==> src/rtl/pipe_ctrl_unit.sv <==
// rtl/pipe_ctrl_unit.sv - decode and pipelined control for the 5-stage core
//
// Decodes opcode/funct in ID and carries control through ID/EX, EX/MEM and
// MEM/WB. Adds per-funct ALU select, destination resolution, load-use
// interlock, branch/jump flush of IF/ID and a saturating stall counter.
//
// Ports:
//   clk, reset                 clock, synchronous active-high reset
//   id_valid                   instruction in ID is valid
//   id_opcode, id_funct        instr[31:26], instr[5:0]
//   id_rs, id_rt, id_rd        register fields of the ID instruction
//   ex_branch_taken            comparator result for the branch sitting in EX
//   stall_o                    hold PC and IF/ID (combinational)
//   flush_ifid_o               clear IF/ID on the next edge (combinational)
//   jump_o                     J decoded in ID, PC takes jump target (combinational)
//   illegal_o                  valid undecodable instruction in ID (combinational)
//   ex_*                       ID/EX control registers
//   mem_*                      EX/MEM control registers
//   wb_*                       MEM/WB control registers
//   stall_count                saturating count of stall cycles since reset

module pipe_ctrl_unit #(
  parameter int REG_AW         = 5,
  parameter int ALU_OP_W       = 3,
  parameter int STALL_CNT_W    = 16,
  parameter int LOAD_USE_STALL = 1
) (
  input  logic                   clk,
  input  logic                   reset,
  input  logic                   id_valid,
  input  logic [5:0]             id_opcode,
  input  logic [5:0]             id_funct,
  input  logic [REG_AW-1:0]      id_rs,
  input  logic [REG_AW-1:0]      id_rt,
  input  logic [REG_AW-1:0]      id_rd,
  input  logic                   ex_branch_taken,
  output logic                   stall_o,
  output logic                   flush_ifid_o,
  output logic                   jump_o,
  output logic                   illegal_o,
  output logic                   ex_valid,
  output logic [ALU_OP_W-1:0]    ex_alu_op,
  output logic                   ex_alu_src,
  output logic                   ex_branch,
  output logic [REG_AW-1:0]      ex_dst,
  output logic                   mem_read,
  output logic                   mem_write,
  output logic [REG_AW-1:0]      mem_dst,
  output logic                   mem_reg_write,
  output logic                   wb_reg_write,
  output logic                   wb_mem_to_reg,
  output logic [REG_AW-1:0]      wb_dst,
  output logic [STALL_CNT_W-1:0] stall_count
);

  localparam logic [5:0] OP_R    = 6'b000000;
  localparam logic [5:0] OP_ADDI = 6'b001000;
  localparam logic [5:0] OP_LW   = 6'b100011;
  localparam logic [5:0] OP_SW   = 6'b101011;
  localparam logic [5:0] OP_BEQ  = 6'b000100;
  localparam logic [5:0] OP_J    = 6'b000010;

  localparam logic [5:0] FN_ADD = 6'b100000;
  localparam logic [5:0] FN_SUB = 6'b100010;
  localparam logic [5:0] FN_AND = 6'b100100;
  localparam logic [5:0] FN_OR  = 6'b100101;
  localparam logic [5:0] FN_SLT = 6'b101010;

  localparam logic [ALU_OP_W-1:0] ALU_ADD = ALU_OP_W'(0);
  localparam logic [ALU_OP_W-1:0] ALU_SUB = ALU_OP_W'(1);
  localparam logic [ALU_OP_W-1:0] ALU_AND = ALU_OP_W'(2);
  localparam logic [ALU_OP_W-1:0] ALU_OR  = ALU_OP_W'(3);
  localparam logic [ALU_OP_W-1:0] ALU_SLT = ALU_OP_W'(4);

  // Decode results for the instruction currently in ID
  logic                d_legal;
  logic                d_jump;
  logic [ALU_OP_W-1:0] d_alu_op;
  logic                d_alu_src;
  logic                d_branch;
  logic                d_mem_read;
  logic                d_mem_write;
  logic                d_mem_to_reg;
  logic                d_writes;
  logic [REG_AW-1:0]   d_dst;
  logic                d_use_rs;
  logic                d_use_rt;

  // ID/EX fields that are not visible as ports but travel down the pipe
  logic ex_mem_read_q;
  logic ex_mem_write_q;
  logic ex_mem_to_reg_q;
  logic ex_reg_write_q;
  logic mem_mem_to_reg_q;

  logic branch_flush;
  logic load_use_hit;
  logic id_bubble;

  always_comb begin
    d_legal      = 1'b0;
    d_jump       = 1'b0;
    d_alu_op     = ALU_ADD;
    d_alu_src    = 1'b0;
    d_branch     = 1'b0;
    d_mem_read   = 1'b0;
    d_mem_write  = 1'b0;
    d_mem_to_reg = 1'b0;
    d_writes     = 1'b0;
    d_dst        = '0;
    d_use_rs     = 1'b0;
    d_use_rt     = 1'b0;
    case (id_opcode)
      OP_R: begin
        d_writes = 1'b1;
        d_dst    = id_rd;
        d_use_rs = 1'b1;
        d_use_rt = 1'b1;
        d_legal  = 1'b1;
        case (id_funct)
          FN_ADD:  d_alu_op = ALU_ADD;
          FN_SUB:  d_alu_op = ALU_SUB;
          FN_AND:  d_alu_op = ALU_AND;
          FN_OR:   d_alu_op = ALU_OR;
          FN_SLT:  d_alu_op = ALU_SLT;
          default: begin
            // Unknown funct: illegal, and it must not claim any sources
            d_legal  = 1'b0;
            d_writes = 1'b0;
            d_dst    = '0;
            d_use_rs = 1'b0;
            d_use_rt = 1'b0;
          end
        endcase
      end
      OP_ADDI: begin
        d_legal   = 1'b1;
        d_alu_src = 1'b1;
        d_writes  = 1'b1;
        d_dst     = id_rt;
        d_use_rs  = 1'b1;
      end
      OP_LW: begin
        d_legal      = 1'b1;
        d_alu_src    = 1'b1;
        d_mem_read   = 1'b1;
        d_mem_to_reg = 1'b1;
        d_writes     = 1'b1;
        d_dst        = id_rt;
        d_use_rs     = 1'b1;
      end
      OP_SW: begin
        d_legal     = 1'b1;
        d_alu_src   = 1'b1;
        d_mem_write = 1'b1;
        d_use_rs    = 1'b1;
        d_use_rt    = 1'b1;
      end
      OP_BEQ: begin
        d_legal  = 1'b1;
        d_alu_op = ALU_SUB;
        d_branch = 1'b1;
        d_use_rs = 1'b1;
        d_use_rt = 1'b1;
      end
      OP_J: begin
        d_legal = 1'b1;
        d_jump  = 1'b1;
      end
      default: d_legal = 1'b0;
    endcase
  end

  assign branch_flush = !reset && ex_branch && ex_branch_taken;

  assign load_use_hit = ex_valid && ex_mem_read_q && (ex_dst != '0) && id_valid &&
                        ((d_use_rs && (id_rs == ex_dst)) || (d_use_rt && (id_rt == ex_dst)));

  // A taken branch squashes the ID instruction anyway, so it wins over a stall
  assign stall_o      = (LOAD_USE_STALL != 0) && !reset && !branch_flush && load_use_hit;
  assign jump_o       = !reset && id_valid && d_jump && !stall_o && !branch_flush;
  assign illegal_o    = !reset && id_valid && !d_legal && !stall_o && !branch_flush;
  assign flush_ifid_o = branch_flush || jump_o;

  assign id_bubble = stall_o || branch_flush || !id_valid || !d_legal || d_jump;

  // ID/EX
  always_ff @(posedge clk) begin
    if (reset || id_bubble) begin
      ex_valid        <= 1'b0;
      ex_alu_op       <= '0;
      ex_alu_src      <= 1'b0;
      ex_branch       <= 1'b0;
      ex_dst          <= '0;
      ex_mem_read_q   <= 1'b0;
      ex_mem_write_q  <= 1'b0;
      ex_mem_to_reg_q <= 1'b0;
      ex_reg_write_q  <= 1'b0;
    end else begin
      ex_valid        <= 1'b1;
      ex_alu_op       <= d_alu_op;
      ex_alu_src      <= d_alu_src;
      ex_branch       <= d_branch;
      ex_dst          <= d_dst;
      ex_mem_read_q   <= d_mem_read;
      ex_mem_write_q  <= d_mem_write;
      ex_mem_to_reg_q <= d_mem_to_reg;
      // Writes to r0 are discarded at decode so nothing downstream sees them
      ex_reg_write_q  <= d_writes && (d_dst != '0);
    end
  end

  // EX/MEM and MEM/WB advance every cycle
  always_ff @(posedge clk) begin
    if (reset) begin
      mem_read         <= 1'b0;
      mem_write        <= 1'b0;
      mem_reg_write    <= 1'b0;
      mem_dst          <= '0;
      mem_mem_to_reg_q <= 1'b0;
      wb_reg_write     <= 1'b0;
      wb_mem_to_reg    <= 1'b0;
      wb_dst           <= '0;
    end else begin
      mem_read         <= ex_mem_read_q;
      mem_write        <= ex_mem_write_q;
      mem_reg_write    <= ex_reg_write_q;
      mem_dst          <= ex_dst;
      mem_mem_to_reg_q <= ex_mem_to_reg_q;
      wb_reg_write     <= mem_reg_write;
      wb_mem_to_reg    <= mem_mem_to_reg_q;
      wb_dst           <= mem_dst;
    end
  end

  always_ff @(posedge clk) begin
    if (reset) begin
      stall_count <= '0;
    end else if (stall_o && (stall_count != '1)) begin
      stall_count <= stall_count + STALL_CNT_W'(1);
    end
  end

endmodule

==> config.mk <==
export PLATFORM = sky130hd
export DESIGN_NAME = pipe_ctrl_unit
export DESIGN_NICKNAME = d
export VERILOG_FILES = /design/src/rtl/pipe_ctrl_unit.sv
export SDC_FILE = /design/constraint.sdc
export NUM_CORES = 1
export LEC_CHECK = 0
export BUFFER_PORTS_ARGS = -buffer_cell sky130_fd_sc_hd__buf_2
export CORE_MARGIN = 2
export CORE_UTILIZATION = 40
export CTS_BUF_LIST = sky130_fd_sc_hd__clkbuf_8
export DETAILED_ROUTE_END_ITERATION = 8
export GPL_TIMING_DRIVEN = 0
export PLACE_DENSITY = 0.68
export SLEW_MARGIN = 15
export SYNTH_ARGS = -nofsm -noshare
export SYNTH_HDL_FRONTEND = slang
export SYNTH_SLANG_ARGS = --single-unit
==> constraint.sdc <==
create_clock -name clk -period 2.6 [get_ports clk]
set_input_delay 0.65 -clock clk [delete_from_list [all_inputs] [get_ports clk]]
set_output_delay 0.65 -clock clk [all_outputs]
set_load 0.05 [all_outputs]
[Word level (Yosys, flattened, before mapping)]
Cells that the tools add are included.
Operators by class
  add/subtract/negate cells: 1
  equality and inequality tests: 13
  muxes and demuxes: 15
  reductions and logical operators: 40
Operator list (count)
  $eq 6x6->1 const B: 7
  $logic_and 1x1->1: 19
  $add 16x1->16 const B: 1
  $ne 16x16->1 const B: 1
  $pmux 3 s4: 1
  $eq 5x5->1: 2
  $pmux 5 s2: 1
  $reduce_bool 5->1: 2
  $reduce_or 5->1: 2
  $pmux 1 s2: 4
  $logic_or 1x1->1: 7
  $mux 1: 7
  $eq 6x2->1 const B: 1
  $eq 6x3->1 const B: 1
  $eq 6x4->1 const B: 1
  $logic_not 6->1: 1
  $pmux 3 s2: 1
  $logic_not 1->1: 5
  $mux 5: 1
  $reduce_or 2->1: 2
  $reduce_or 4->1: 1
  $reduce_or 3->1: 1
Word-level totals
  register bits after elaboration: 45
  output and inout bits: 46

[Logic depth before layout (Yosys ltp)]
  word-level depth: 14
  gate-level depth with buffers: 9

[Worst setup path after synthesis]
OpenSTA, ideal clock, no wires.
  kind: input -> output
  start: in id_opcode[3]
  end: out illegal_o
  arrival time: 2.608 ns
  required time: 1.950 ns
  path slack: -0.658 ns
  stages on the path: 6
  buffers on the path: 1
  cell sequence: buf_2 or2_2 a311o_1 o21ai_0 a211oi_1 nor3_1
Between the ends
  word-level cells in the longest chain between the ends: 10
  elaborated cells on any way between the ends: 22
  classes of those cells: eq/ne (5); mux (3); reduce/logical (14)
RTL lines
  start: declaration: RTL line 31  | input logic [5:0] id_opcode,
  $eq 6x3->1 (tied with other cells): RTL line 113  | case (id_opcode)
  $reduce_or 4->1 (no line) / $reduce_or 2->1 (equally long branches)
  $pmux 1 s2: RTL line 113
  $logic_and 1x1->1: RTL line 177  | ((d_use_rs && (id_rs == ex_dst)) || (d_use_rt && (id_rt == ex_dst)));
  $logic_or 1x1->1: RTL line 177
  $logic_and 1x1->1: RTL line 176  | assign load_use_hit = ex_valid && ex_mem_read_q && (ex_dst != '0) && id_valid &&
  $logic_and 1x1->1: RTL line 180  | assign stall_o = (LOAD_USE_STALL != 0) && !reset && !branch_flush && load_use_hit;
  $logic_not 1->1: RTL line 182  | assign illegal_o = !reset && id_valid && !d_legal && !stall_o && !branch_flush;
  $logic_and 1x1->1 * (2 in a row): RTL line 182
  end: declaration: RTL line 40  | output logic illegal_o,
Every way passes the cells marked *; elsewhere a longest branch is shown, timed or not.

[Final worst setup path]
Ends and elaborated chain as after synthesis.

==> impl_results.rst <==
.. list-table::
   :header-rows: 1

   * - Metric
     - Value
   * - Run status
     - finished with violations
   * - Failing checks
     - negative setup slack
   * - Routed met1 length
     - about 2200 um
   * - Total power
     - 1.327 mW
   * - Hold path cells
     - 1
   * - Number of nets in the final layout
     - approximately 350
   * - Number of antenna violations at the first check in global routing
     - 0
   * - Clock network latency to the later pin of the worst-skew pair
     - roughly 0.30 ns
   * - Endpoint of the worst hold path
     - mem_reg_write
   * - N_diodes
     - 0
   * - Fraction of synthesis flops using an asynchronous set or reset pin
     - 0%
   * - Synthesized net count
     - roughly 260
   * - Number of flops mapped to enable cells by yosys
     - 0
   * - Buffers plus inverters on the worst setup path
     - 4
   * - Detailed Place HPWL
     - ~3700 um
   * - Most used cell, CP
     - buf_4
   * - Max-cap violation count
     - 0
   * - Req. time, crit path
     - between 1.5 and 2 ns
   * - Area growth from synthesis to final layout
     - 37.91%
   * - DRT Wirelength
     - about 4800 um
   * - WL/cell
     - between 10 and 15 um
   * - Largest fanout on the critical path
     - 7
   * - Die footprint
     - ~5700 um2
   * - Via Count
     - between 1,500 and 2,000
   * - Hold/Removal Path Class
     - reg2reg
   * - Total routing resource utilization after global routing
     - 17.97%
   * - Top layer used by detailed routing
     - met4
   * - Most used standard cell by instance count after synthesis
     - dfxtp_1
   * - Leak
     - 1.162 nW
   * - Part of the Yosys area used for sequential elements
     - between 40% and 50%
   * - First-pass GRT wire length
     - about 7800 um
   * - Count of synthesis-stage warnings from yosys
     - 0
   * - Detail Route met3 WL
     - 277 um
   * - Largest net degree at the start of global routing
     - 16
   * - Maximum VDD drop
     - approximately 0.00021 V
   * - CP Class
     - in2out
   * - Clock Path Buffers
     - 2
   * - Number of buffers created by CTS
     - 5
   * - Largest cells by area after synthesis
     - dfxtp_1 44%, nor2b_1 6.4%, a21oi_1 4.4%
   * - Reg2Reg Launch Point
     - ex_dst[2]
   * - Met2 Routed Length
     - around 2300 um
   * - Largest register FFs
     - 16
   * - Clock transition at the registers of the reported paths
     - ~0.080 ns
   * - Path depth of the worst reg2reg path
     - 8
   * - Total number of H-tree levels
     - 2
   * - DR vias/cell
     - 5.000
   * - Relative slew slack
     - 66.96%
   * - Post-Synthesis Mean Instance Area
     - between 8 and 9 um2
   * - Number of remaining DRC errors
     - 0
   * - Synthesized instance count
     - 230
   * - Crit path largest cell delay
     - roughly 0.35 ns
   * - FMAX
     - 367.4 MHz
   * - Total of flip-flops plus latches after synthesis
     - 45
   * - Pins Over Slew Limit
     - 0
   * - Register with the most flip-flops
     - stall_count
   * - Row count
     - 26
   * - Flip-flop cell with the highest count after synthesis
     - dfxtp_1
   * - Clock Skew
     - about 0.006 ns
   * - Post-synth cell types
     - between 40 and 50
   * - Die width
     - 75.58 um
   * - Post-synthesis cell type with the largest combined area
     - dfxtp_1
   * - Netlist area before placement
     - roughly 2000 um2
   * - Hold path start
     - ex_reg_write_q
   * - Type of destination of the critical path
     - output pin
   * - Share of the synthesized area in the top cell type
     - 43.96%
   * - Cells along the critical path
     - buf_12 > buf_4 > or2_4 > a311o_1 > o21ai_2 > a211oi_4 > buf_4 > nor3_4 > buf_6
   * - Buffers on Ports
     - 75
   * - Via count of the first global-routing pass
     - between 1,500 and 2,000
   * - Core region area
     - ~5000 um2
   * - Post-CTS Hold Buffers
     - 0
   * - Final Hold Fails
     - 0
   * - Power per Cell Area
     - approximately 470 nW/um2
   * - Effective utilization at floorplan
     - between 40% and 50%
   * - Worst Setup Start Kind
     - input pin
   * - End of the worst register-to-register path
     - ex_mem_write_q
   * - Root buffer cell
     - clkbuf_8
   * - Worst slack, placed
     - -0.4116 ns
   * - Top-level port count
     - just under 80
   * - Synth cell count leaders
     - 45 x dfxtp_1, 21 x nor2b_1, 19 x nor2_1
   * - Grt total ovfl
     - 0
   * - Reg-to-reg setup timing slack
     - 0.24 ns
   * - RePlAce Congestion
     - between 0.8 and 0.9
   * - Data arrival time of the critical path
     - 2.07 ns
   * - Initial DRC count
     - 73
   * - Top Family by Delay on Critical Path
     - buffers and inverters
   * - Library cell contributing the largest single delay on the critical path
     - a311o_1
   * - Smallest setup slack after layout
     - -0.1220 ns
   * - Final-layout setup total negative slack
     - -0.2350 ns
   * - Total number of clock tree sinks
     - 45
   * - Final Cycle Share
     - 104.7%
   * - Shortest period the worst path allows
     - roughly 2.7 ns
   * - Number of detailed-route iterations in the first pass
     - 4
   * - Residual antenna-violating net count after detailed routing
     - 0
   * - Worst-margin pin slew
     - around 0.5 ns
   * - Clock tree from TritonCTS
     - built
   * - Share of post-route cells with drive strength above 1
     - between 30% and 40%
   * - Unrepaired setup endpoints after global routing
     - yes
   * - DIE HEIGHT
     - ~76 um
   * - Final-report setup violation count
     - 2
==> metal layers <==
metal | GRT usage [%] | up-vias
li1 | - | 1001
met1 | 22.22 | 889
met2 | 29.95 | 54
met3 | 5.291 | 6
met4 | 6.043 | 0
met5 | 0 | -
==> stage by stage <==
stage | area, um2 | instances | hold WS [ns] | util [%]
floorplan | 2135 | 230 | 0.4138 | -
global placement | 2597 | 375 | 0.4236 | 51.85
detailed placement | 2597 | 375 | 0.4248 | 51.85
CTS | 2804 | 389 | 0.4453 | 55.97
global route | 2826 | 390 | 0.4534 | 56.42
finish | 2826 | 390 | 0.4415 | 56.42
==> worst register-to-register path, cell delays in order, from the launching register on <==
cell and delay [ns]:
dfxtp_1 0.45, xnor2_1 0.15, nand4_1 0.17, a2111oi_4 0.42, buf_4 0.20, nor2_1 0.04, o2111ai_1 0.43, buf_2 0.31
nor3_1 0.08
==> where the power goes <==
group	internal (mW)	switching (mW)
logic	0.0480	0.0593
clock network	0.288	0.244
registers	0.689	0.000152
total	1.02	0.303
==> final cells by class <==
| cell class | count | area [um2] |
|---|---|---|
| flip-flops and latches | 45 | 900.9 |
| fillers | 490 | 2183 |
| inverters | 4 | 15.01 |
| repair buffers | 83 | 459.2 |
| clock inverters | 3 | 46.29 |
| plain buffers | 8 | 67.56 |
| well taps | 70 | 87.58 |
| multi-input cells | 172 | 1181 |
| clock buffers | 5 | 68.82 |
==> repair_timing <==
action	in CTS	in global routing
buffers inserted	7	1
setup endpoints to repair	5	15
gates resized for setup	12	4
pin swaps	10	3
==> cell families (layout without fill, tap and decap cells) <==
family                   count (synthesis)  count (layout)  synth area share, %
adder cells (fa/ha/maj)                  1               1               0.6104
AND/OR/NAND/NOR                        106             106                29.61
multiplexers                             4               4                2.076
XOR/XNOR                                11              11                4.701
AO/OA/AOI/OAI                           50              50                16.06
buffers and inverters                   13             103                2.991
flip-flops                              45              45                43.96
==> worst max-delay path by stage <==
stage                      endpoint         start  depth (start not counted)
after floorplan             stall_o  id_opcode[5]                          5
after global placement      stall_o  id_opcode[5]                          7
after detailed placement    stall_o  id_opcode[5]                          7
after CTS                   stall_o  id_opcode[3]                          7
after global routing        stall_o  id_opcode[3]                          7
final                     illegal_o  id_opcode[3]                          9
==> layout by cell type, fill, tap and decap left out, types with 2 or more instances in the layout <==
master / netlist / routed
a21oi_1: 18 / 17
a22oi_1: 7 / 7
and2_1: 4 / 4
and4_1: 3 / 3
buf_2: 3 / 72
buf_4: 0 / 10
buf_6: 1 / 4
clkbuf_1: 4 / 2
clkbuf_8: 0 / 6
dfxtp_1: 45 / 45
inv_1: 4 / 4
mux2i_1: 2 / 2
nand2_1: 12 / 12
nand2b_1: 2 / 2
nand3_1: 6 / 6
nand4_1: 4 / 4
nor2_1: 19 / 17
nor2_4: 0 / 2
nor2b_1: 21 / 20
nor3_1: 6 / 4
nor4_1: 4 / 3
nor4_4: 1 / 2
o21ai_0: 13 / 12
or2_2: 3 / 2
or2b_1: 2 / 2
or3_1: 11 / 11
or4_1: 5 / 4
xnor2_1: 4 / 4
xor2_1: 7 / 7
No activity file was read; power rests on OpenSTA's default activity.
